<file path="src/rtl/timer_pkg.sv">
// Shared definitions for the kitchen countdown timer: FSM encoding and BCD limits.
package timer_pkg;

   typedef enum logic [1:0] {
      ST_IDLE  = 2'd0,
      ST_RUN   = 2'd1,
      ST_PAUSE = 2'd2,
      ST_ALARM = 2'd3
   } state_t;

   localparam logic [3:0] BLANK_CODE   = 4'hF;
   localparam logic [3:0] SEC_TENS_MAX = 4'd5;
   localparam logic [3:0] DIGIT_MAX    = 4'd9;

endpackage

</file>
<file path="src/rtl/bcd_digit.sv">
// One BCD digit with synchronous clear/inc/dec; wraps at MAX and flags carry/borrow.
module bcd_digit #(
   parameter logic [3:0] MAX = timer_pkg::DIGIT_MAX
) (
   input  logic       sclk,
   input  logic       reset,
   input  logic       clr,
   input  logic       inc,
   input  logic       dec,
   output logic [3:0] q,
   output logic [3:0] q_nxt,
   output logic       carry,
   output logic       borrow
);

   // clear dominates; inc and dec are never requested together by the controller
   always_comb begin
      q_nxt = q;
      if (clr)
         q_nxt = 4'd0;
      else if (inc)
         q_nxt = (q == MAX) ? 4'd0 : q + 4'd1;
      else if (dec)
         q_nxt = (q == 4'd0) ? MAX : q - 4'd1;
   end

   assign carry  = !clr && inc && (q == MAX);
   assign borrow = !clr && !inc && dec && (q == 4'd0);

   always_ff @(posedge sclk or posedge reset) begin
      if (reset)
         q <= 4'd0;
      else
         q <= q_nxt;
   end

endmodule

</file>
<file path="src/rtl/kitchen_timer_ctrl.sv">
// MM:SS countdown controller with button set mode, pause, and a flashing timed alarm.
module kitchen_timer_ctrl #(
   parameter int         ALARM_SECS = 30,
   parameter logic [3:0] BLANK_CODE = timer_pkg::BLANK_CODE
) (
   input  logic       sclk,
   input  logic       reset,
   input  logic       tick_1hz,
   input  logic       btn_start,
   input  logic       btn_min,
   input  logic       btn_sec,
   input  logic       btn_clear,
   output logic [3:0] dleft,
   output logic [3:0] dmidleft,
   output logic [3:0] dmidright,
   output logic [3:0] dright,
   output logic       running,
   output logic       alarm
);
   import timer_pkg::*;

   localparam logic [7:0] ALARM_LIM = 8'(ALARM_SECS);

   state_t          state, state_nxt;
   logic [7:0]      acnt, acnt_nxt;
   logic            phase, phase_nxt;
   logic            clr, sec_inc, min_inc, dec_all;
   logic [3:0][3:0] q, q_nxt;   // [0]=sec units .. [3]=min tens
   logic [3:0]      inc, dec, carry, borrow;
   logic            time_zero, time_one, any_btn, show_blank;
   logic            unused_wraps;

   // decrement borrows ripple through all four digits; increments stay
   // inside the seconds pair or the minutes pair
   for (genvar gi = 0; gi < 4; gi++) begin : gen_dig
      if (gi == 0) begin : g_lsd
         assign inc[gi] = sec_inc;
         assign dec[gi] = dec_all;
      end else if (gi == 2) begin : g_min
         assign inc[gi] = min_inc;
         assign dec[gi] = borrow[gi-1];
      end else begin : g_chain
         assign inc[gi] = carry[gi-1];
         assign dec[gi] = borrow[gi-1];
      end

      bcd_digit #(.MAX(gi == 1 ? SEC_TENS_MAX : DIGIT_MAX)) u_dig (
         .sclk   (sclk),
         .reset  (reset),
         .clr    (clr),
         .inc    (inc[gi]),
         .dec    (dec[gi]),
         .q      (q[gi]),
         .q_nxt  (q_nxt[gi]),
         .carry  (carry[gi]),
         .borrow (borrow[gi])
      );
   end

   assign unused_wraps = &{carry[3], carry[1], borrow[3]};

   assign time_zero = (q == 16'h0000);
   assign time_one  = (q == 16'h0001);
   assign any_btn   = btn_start | btn_min | btn_sec | btn_clear;

   always_comb begin
      state_nxt = state;
      acnt_nxt  = acnt;
      phase_nxt = phase;
      clr       = 1'b0;
      sec_inc   = 1'b0;
      min_inc   = 1'b0;
      dec_all   = 1'b0;
      case (state)
         ST_IDLE: begin
            if (btn_clear)
               clr = 1'b1;
            else if (btn_start) begin
               if (!time_zero) state_nxt = ST_RUN;
            end else if (btn_min)
               min_inc = 1'b1;
            else if (btn_sec)
               sec_inc = 1'b1;
         end
         ST_RUN: begin
            if (btn_clear) begin
               clr       = 1'b1;
               state_nxt = ST_IDLE;
            end else if (btn_start)
               state_nxt = ST_PAUSE;
            else if (tick_1hz) begin
               dec_all = 1'b1;
               if (time_one) state_nxt = ST_ALARM;
            end
         end
         ST_PAUSE: begin
            if (btn_clear) begin
               clr       = 1'b1;
               state_nxt = ST_IDLE;
            end else if (btn_start)
               state_nxt = ST_RUN;
         end
         ST_ALARM: begin
            if (any_btn || (tick_1hz && (acnt + 8'd1 == ALARM_LIM))) begin
               clr       = 1'b1;
               state_nxt = ST_IDLE;
               acnt_nxt  = 8'd0;
               phase_nxt = 1'b0;
            end else if (tick_1hz) begin
               acnt_nxt  = acnt + 8'd1;
               phase_nxt = !phase;
            end
         end
         default: state_nxt = ST_IDLE;
      endcase
   end

   // outputs are registered from next-state values so they move on the same edge
   assign show_blank = (state_nxt == ST_ALARM) && phase_nxt;

   always_ff @(posedge sclk or posedge reset) begin
      if (reset) begin
         state   <= ST_IDLE;
         acnt    <= 8'd0;
         phase   <= 1'b0;
         {dleft, dmidleft, dmidright, dright} <= 16'h0000;
         running <= 1'b0;
         alarm   <= 1'b0;
      end else begin
         state   <= state_nxt;
         acnt    <= acnt_nxt;
         phase   <= phase_nxt;
         {dleft, dmidleft, dmidright, dright} <= show_blank ? {4{BLANK_CODE}} : q_nxt;
         running <= (state_nxt == ST_RUN);
         alarm   <= (state_nxt == ST_ALARM);
      end
   end

endmodule

</file>
<file path="config.mk">
export PLATFORM = sky130hd
export DESIGN_NAME = kitchen_timer_ctrl
export DESIGN_NICKNAME = d
export VERILOG_FILES = /design/src/rtl/timer_pkg.sv /design/src/rtl/bcd_digit.sv /design/src/rtl/kitchen_timer_ctrl.sv
export SDC_FILE = /design/constraint.sdc
export NUM_CORES = 1
export LEC_CHECK = 0
export BUFFER_PORTS_ARGS = -buffer_cell sky130_fd_sc_hd__buf_2
export CORE_MARGIN = 1.5
export CORE_UTILIZATION = 24
export DETAILED_ROUTE_END_ITERATION = 16
export MAX_ROUTING_LAYER = met4
export PLACE_DENSITY = 0.36
export SYNTH_ARGS = -nofsm -noshare
export SYNTH_HDL_FRONTEND = slang
export SYNTH_SLANG_ARGS = --single-unit
export TNS_END_PERCENT = 20
</file>
<file path="constraint.sdc">
create_clock -name sclk -period 3 [get_ports sclk]
set_clock_uncertainty 0.15 [all_clocks]
set_input_delay 0.6 -clock sclk [delete_from_list [all_inputs] [get_ports sclk]]
set_output_delay 0.6 -clock sclk [all_outputs]
set_load 0.05 [all_outputs]
</file>
**Yosys cells after proc, flatten, opt, wreduce, memory -nomap -nowiden**

Cells that the tools add are included.

- Flip-flop bits (word level): 45

- Eq/ne operators: 11
- Muxes and demuxes: 53
- Add/subtract/negate cells: 9
- Bitwise gates (word level): 3
- Reduce and logical (&&, ||, !) cells: 30

Operator list:

| kind | number |
|---|---|
| 2-to-1 mux 4 bit | 20 |
| 2-to-1 mux 2 bit | 10 |
| 2-to-1 mux 1 bit | 18 |
| adder 4 x 1 -> 4 bit (second input constant) | 4 |
| == test 16 x 1 -> 1 bit (second input constant) | 1 |
| zero test 16 bit | 1 |
| zero test 4 bit | 4 |
| 2-to-1 mux 16 bit | 1 |
| 2-to-1 mux 8 bit | 2 |
| subtractor 4 x 1 -> 4 bit (second input constant) | 4 |
| logical AND 1 bit | 15 |
| == test 4 bit (second input constant) | 3 |
| adder 8 x 1 -> 8 bit (second input constant) | 1 |
| == test 8 x 5 -> 1 bit (second input constant) | 1 |
| one-hot mux 2 bit (4 select lines) | 1 |
| == test 2 bit (second input constant) | 3 |
| zero test 1 bit | 5 |
| == test 2 x 1 -> 1 bit (second input constant) | 2 |
| == test 4 x 3 -> 1 bit (second input constant) | 1 |
| bitwise OR 1 bit | 3 |
| OR reduction 3 bit | 1 |
| zero test 2 bit | 1 |
| one-hot mux 1 bit (2 select lines) | 1 |
| AND reduction 2 bit | 1 |
| other kinds (2) | 2 |

**Depth between registers and ports, before layout**

- Word-level depth: 19
- Gate-level depth with buffers: 10
- Mapped depth without buffers: 8

**By module**

From an unflattened synthesis, not the netlist that was laid out.

- Cells, all modules: 301
- Area, all modules: 2821.5 µm²

By module, submodules not included:

| module | seq. area each (µm²) | cells each | times used | area each (µm²) |
|---|---|---|---|---|
| kitchen_timer_ctrl | 725.7 | 144 | 1 | 1442.6 |
| bcd_digit (gen_dig[0].u_dig ...) | 100.1 | 39 | 3 | 342.8 |
| bcd_digit (gen_dig[1].u_dig) | 100.1 | 40 | 1 | 350.3 |

**Least setup slack after synthesis**

No wires, ideal clock.

- Path type: register -> register
- Start: register acnt[0]
- End: register dleft[0]
- Stages on the path, launching flop included: 10
- Setup time: 0.129 ns
- Path buffers: 2
- Slack: 0.604 ns
- Arrival: 2.116 ns
- Cell sequence: dfrtp_1 ha_1 or3_1 a211oi_1 o21a_1 a21oi_1 buf_2 nor2_1 buf_2 o21ai_0

- Longest elaborated chain between the ends: 19
- Elaborated cells on any way between the ends: 31
- Classes of those cells: add/sub (1); eq/ne (2); mux (10); reduce/logical (18)

RTL lines:

| what | RTL line | RTL |
|---|---|---|
| start: declaration | kitchen_timer_ctrl.sv:25 | `logic [7:0] acnt, acnt_nxt;` |
| start signal: assignment | kitchen_timer_ctrl.sv:131 | `acnt <= acnt_nxt;` |
| adder 8 x 1 -> 8 bit * | kitchen_timer_ctrl.sv:104 | `if (any_btn \|\| (tick_1hz && (acnt + 8'd1 == ALARM_LIM))) begin` |
| == test 8 x 5 -> 1 bit * | kitchen_timer_ctrl.sv:104 |  |
| logical AND 1 bit * | kitchen_timer_ctrl.sv:104 |  |
| logical OR 1 bit * | kitchen_timer_ctrl.sv:104 |  |
| 2-to-1 mux 1 bit | kitchen_timer_ctrl.sv:104 |  |
| one-hot mux 1 bit (2 select lines) | kitchen_timer_ctrl.sv:74 | `case (state)` |
| zero test 1 bit | -- |  |
| logical AND 1 bit (2 in series) | bcd_digit.sv:27 | `assign carry = !clr && inc && (q == MAX);` |
| zero test 1 bit | bcd_digit.sv:28 | `assign borrow = !clr && !inc && dec && (q == 4'd0);` |
| logical AND 1 bit (5 in series) | bcd_digit.sv:28 |  |
| 2-to-1 mux 4 bit | bcd_digit.sv:23 | `else if (dec)` |
| 2-to-1 mux 4 bit | bcd_digit.sv:21 | `else if (inc)` |
| 2-to-1 mux 4 bit | bcd_digit.sv:19 | `if (clr)` |
| 2-to-1 mux 16 bit * | kitchen_timer_ctrl.sv:133 | `{dleft, dmidleft, dmidright, dright} <= show_blank ? {4{BLANK_CODE}} : q_nxt;` |
| end signal: assignment | kitchen_timer_ctrl.sv:133 |  |
| end: declaration | kitchen_timer_ctrl.sv:13 | `output logic [3:0] dleft,` |

Every way passes the cells marked *; elsewhere a longest branch is shown, timed or not.
A chain may end at the register's enable or synchronous reset.

**Worst setup path in the final report**

- Start: register acnt[0]
- End: register dright[0]

- Longest elaborated chain between the ends: 9
- Elaborated cells on any way between the ends: 14
- Classes of those cells: add/sub (1); eq/ne (2); mux (8); reduce/logical (3)

RTL lines:

| what | RTL line | RTL |
|---|---|---|
| adder 8 x 1 -> 8 bit * | kitchen_timer_ctrl.sv:104 |  |
| == test 8 x 5 -> 1 bit * | kitchen_timer_ctrl.sv:104 |  |
| logical AND 1 bit * | kitchen_timer_ctrl.sv:104 |  |
| logical OR 1 bit * | kitchen_timer_ctrl.sv:104 |  |
| 2-to-1 mux 2 bit | kitchen_timer_ctrl.sv:104 |  |
| one-hot mux 2 bit (4 select lines) | kitchen_timer_ctrl.sv:74 |  |
| == test 2 bit | kitchen_timer_ctrl.sv:119 | `assign show_blank = (state_nxt == ST_ALARM) && phase_nxt;` |
| logical AND 1 bit | kitchen_timer_ctrl.sv:119 |  |
| 2-to-1 mux 16 bit * | kitchen_timer_ctrl.sv:133 |  |
| end signal: assignment | kitchen_timer_ctrl.sv:133 |  |
| end: declaration | kitchen_timer_ctrl.sv:16 | `output logic [3:0] dright,` |

Marked as above.

==> metrics.txt <==
status=finished with violations; violated checks=DRC; crit path launch type=flop; Req. time, crit path=2.97 ns; minimum clock period=2.78 ns; clock root buffer=clkbuf_16; ys flop type=dfrtp_1; Initial Util=24.8%; Avg Inst Size Synth=8.51 µm²; ys async rst share=100%; Core Rows=39; diode count=0; reg2reg start=acnt[0]$_DFFE_PP0P_; Max VDD drop=0.227 mV; reg2reg end=dright[0]$_DFF_PP0_; max-slew violations=0; fin area=3350 µm²; area of the die=12,500 µm²; die boundary width=112 µm; Clock Latency Late Sink=0.29 ns; crit end category=flop; Sink Count=45; setup TNS=0 ns; gpl congestion=0.777; Initial DRT Pass Iterations=10; PostCTS Resize Cnt=0; Port Buffers=24; Synth Register Bits=45; Final setup viols=0; DIE HEIGHT=112 µm; initial antenna violation count=0; PD cells=481 nW/µm²; Area after DPL=3160 µm²; CTS buffer count=5; critical path class=flop to flop; dpl hpwl=5.30 mm; CTS tree=yes; Final period util=92.7%; Hold Vio Cnt, Final=0; sw frac=26.5%; Clock transition at path regs=0.07 ns; Post-synth EDFFs=0; total number of yosys warnings=0; final antenna-violating net count=0; Clock Tree Buf Depth=2; total core area=11,500 µm²; Mapped Cells=335; Clk pwr share=45.1%; Yosys cell types=58; htree depth=2; Tightest Hold Check Type=input pin to asynchronous set/reset pin; synthesized cell area=2850 µm²; Seq/Total Area, Yosys=39.5%; Pint=1.19 mW; # nets final=381; Crit Path Max Fanout=16; P_leak=1.56 nW; Worst-Margin Slew=0.700 ns; Ports=25; WL final=7.42 mm; RSZ-0062 raised after global routing=false; combinational power share=14.0%; max_cap viols=0; Reg2Reg Setup Slack=0.22 ns; number of remaining DRC errors=12; Post-CTS Setup Inserts=0; FILL cells=1,266; Flop pwr share=40.9%; crit path DAT=2.75 ns; NetSw=0.427 mW; max_slew headroom=53.4%; Overflow after GRT=0; R2R depth=7; DRT iter0 DRCs=118; DR WL/cell=14.7 µm; Area Growth Syn to Fin=17.6%; vias in the first global route=2,462; largest net degree at the start of global routing=46; Net Count, Synth=356; DR vias/cell=4.82; Post-CTS Hold Buffers=0; via count=2,429; layout cells sized above 1=16.3%; Fmax=0.360 GHz; first-pass GRT wire length=12.9 mm; All-Layer GR Usage=13.2%
flip-flops by register name (all words and copies together), names as in the netlist:
register,count
dleft,4
dright,4
acnt,8
dmidleft,4
running,1
gen_dig.u_dig.q,16
state,2
alarm,1
dmidright,4
phase,1
critical path, stage by stage (launching register included):
cell,delay [ns]
dfrtp_1,0.45
ha_1,0.24
or3_1,0.36
a211oi_1,0.24
o21a_1,0.20
a211o_1,0.15
o21a_1,0.57
o221ai_1,0.24
power groups by stage:
stage	Clock, mW	Combinational [mW]	Sequential, mW
2_1_floorplan	0	0.137	0.691
3_3_place_gp	0	0.228	0.671
3_5_place_dp	0	0.228	0.670
4_1_cts	0.753	0.229	0.659
5_1_grt	0.778	0.252	0.663
6_report	0.727	0.225	0.660
final cells by class:
type	count	area, µm²	area share [%]
clock inverter	3	65.1	1.94
clock buffer	5	125	3.73
sequential	45	1130	33.6
timing repair buffer	38	225	6.72
inverter	18	67.6	2.02
multi-input combinational	252	1560	46.7
tap	143	179	5.34
stage by stage:
stage / hold slack [ns] / util [%] / setup WS, ns / instances / power [mW]
2_1_floorplan: 0.310 / - / 0.604 / 335 / 0.827
3_3_place_gp: 0.351 / 27.5 / 0.227 / 496 / 0.899
3_5_place_dp: 0.355 / 27.5 / 0.176 / 496 / 0.898
4_1_cts: 0.344 / 29.1 / 0.159 / 504 / 1.64
5_1_grt: 0.388 / 29.1 / 0.0133 / 504 / 1.69
6_report: 0.312 / 29.1 / 0.219 / 504 / 1.61
worst max path at each step:
| stage | from | endpoint | slack (ns) | cells past startpoint |
|---|---|---|---|---|
| floorplan | acnt[0]$_DFFE_PP0P_ | dleft[0]$_DFF_PP0_ | 0.60 | 9 |
| global placement | acnt[0]$_DFFE_PP0P_ | dright[0]$_DFF_PP0_ | 0.23 | 7 |
| detailed placement | acnt[0]$_DFFE_PP0P_ | dright[0]$_DFF_PP0_ | 0.18 | 7 |
| CTS | acnt[0]$_DFFE_PP0P_ | dright[0]$_DFF_PP0_ | 0.16 | 7 |
| global route | acnt[0]$_DFFE_PP0P_ | dright[0]$_DFF_PP0_ | 0.01 | 7 |
| finish | acnt[0]$_DFFE_PP0P_ | dright[0]$_DFF_PP0_ | 0.22 | 7 |
cells by family after synthesis:
kind of cell	after synthesis	share of synthesized area, %
compound gates	92	20.8
xor+xnor	7	2.15
fa+ha+maj	14	6.14
buf+inv	38	5.66
flops	45	39.5
mux	5	1.80
simple gates	134	23.9
cells in the mapped netlist (3+ instances only):
cell type	n	area, µm²
a211o_1	3	26.3
a21o_1	3	22.5
a21oi_1	19	95.1
a31oi_1	4	25.0
and3_1	3	18.8
buf_2	9	45.0
clkbuf_1	10	37.5
dfrtp_1	45	1130
ha_1	14	175
inv_1	18	67.6
mux2i_1	4	40.0
nand2_1	33	124
nand2b_1	7	43.8
nand3_1	14	70.1
nand3b_1	3	22.5
nand4_1	6	37.5
nor2_1	34	128
nor2b_1	4	25.0
nor3_1	9	45.0
o211ai_1	4	30.0
o21a_1	3	22.5
o21ai_0	31	155
o21bai_1	3	22.5
or3_1	3	18.8
xnor2_1	3	26.3
xor2_1	4	35.0
layout by cell type, fill, tap and decap left out, types with 3 or more instances in the layout:
cell type,count
dfrtp_1,45
nor2_1,34
nand2_1,33
o21ai_0,31
buf_2,24
a21oi_1,19
inv_1,17
nand3_1,14
ha_1,14
buf_4,14
nor3_1,9
nand2b_1,7
nand4_1,6
clkbuf_16,5
xor2_1,4
nor2b_1,4
mux2i_1,4
a31oi_1,4
o211ai_1,4
or3_1,3
o21a_1,3
and3_1,3
nand3b_1,3
a211o_1,3
o21bai_1,3
a21o_1,3
xnor2_1,3
routing by layer:
metal / wire, µm / share of wire (%) / up-vias / GRT usage (%)
li1: - / - / 1239 / -
met1: 3740 / 50 / 1156 / 18.4
met2: 3390 / 46 / 26 / 19.8
met3: 198 / 2.7 / 8 / 2.29
met4: 88 / 1.2 / 0 / 3.54
met5: 0 / 0 / - / -
Note: power is estimated with default switching activity, not from simulation.
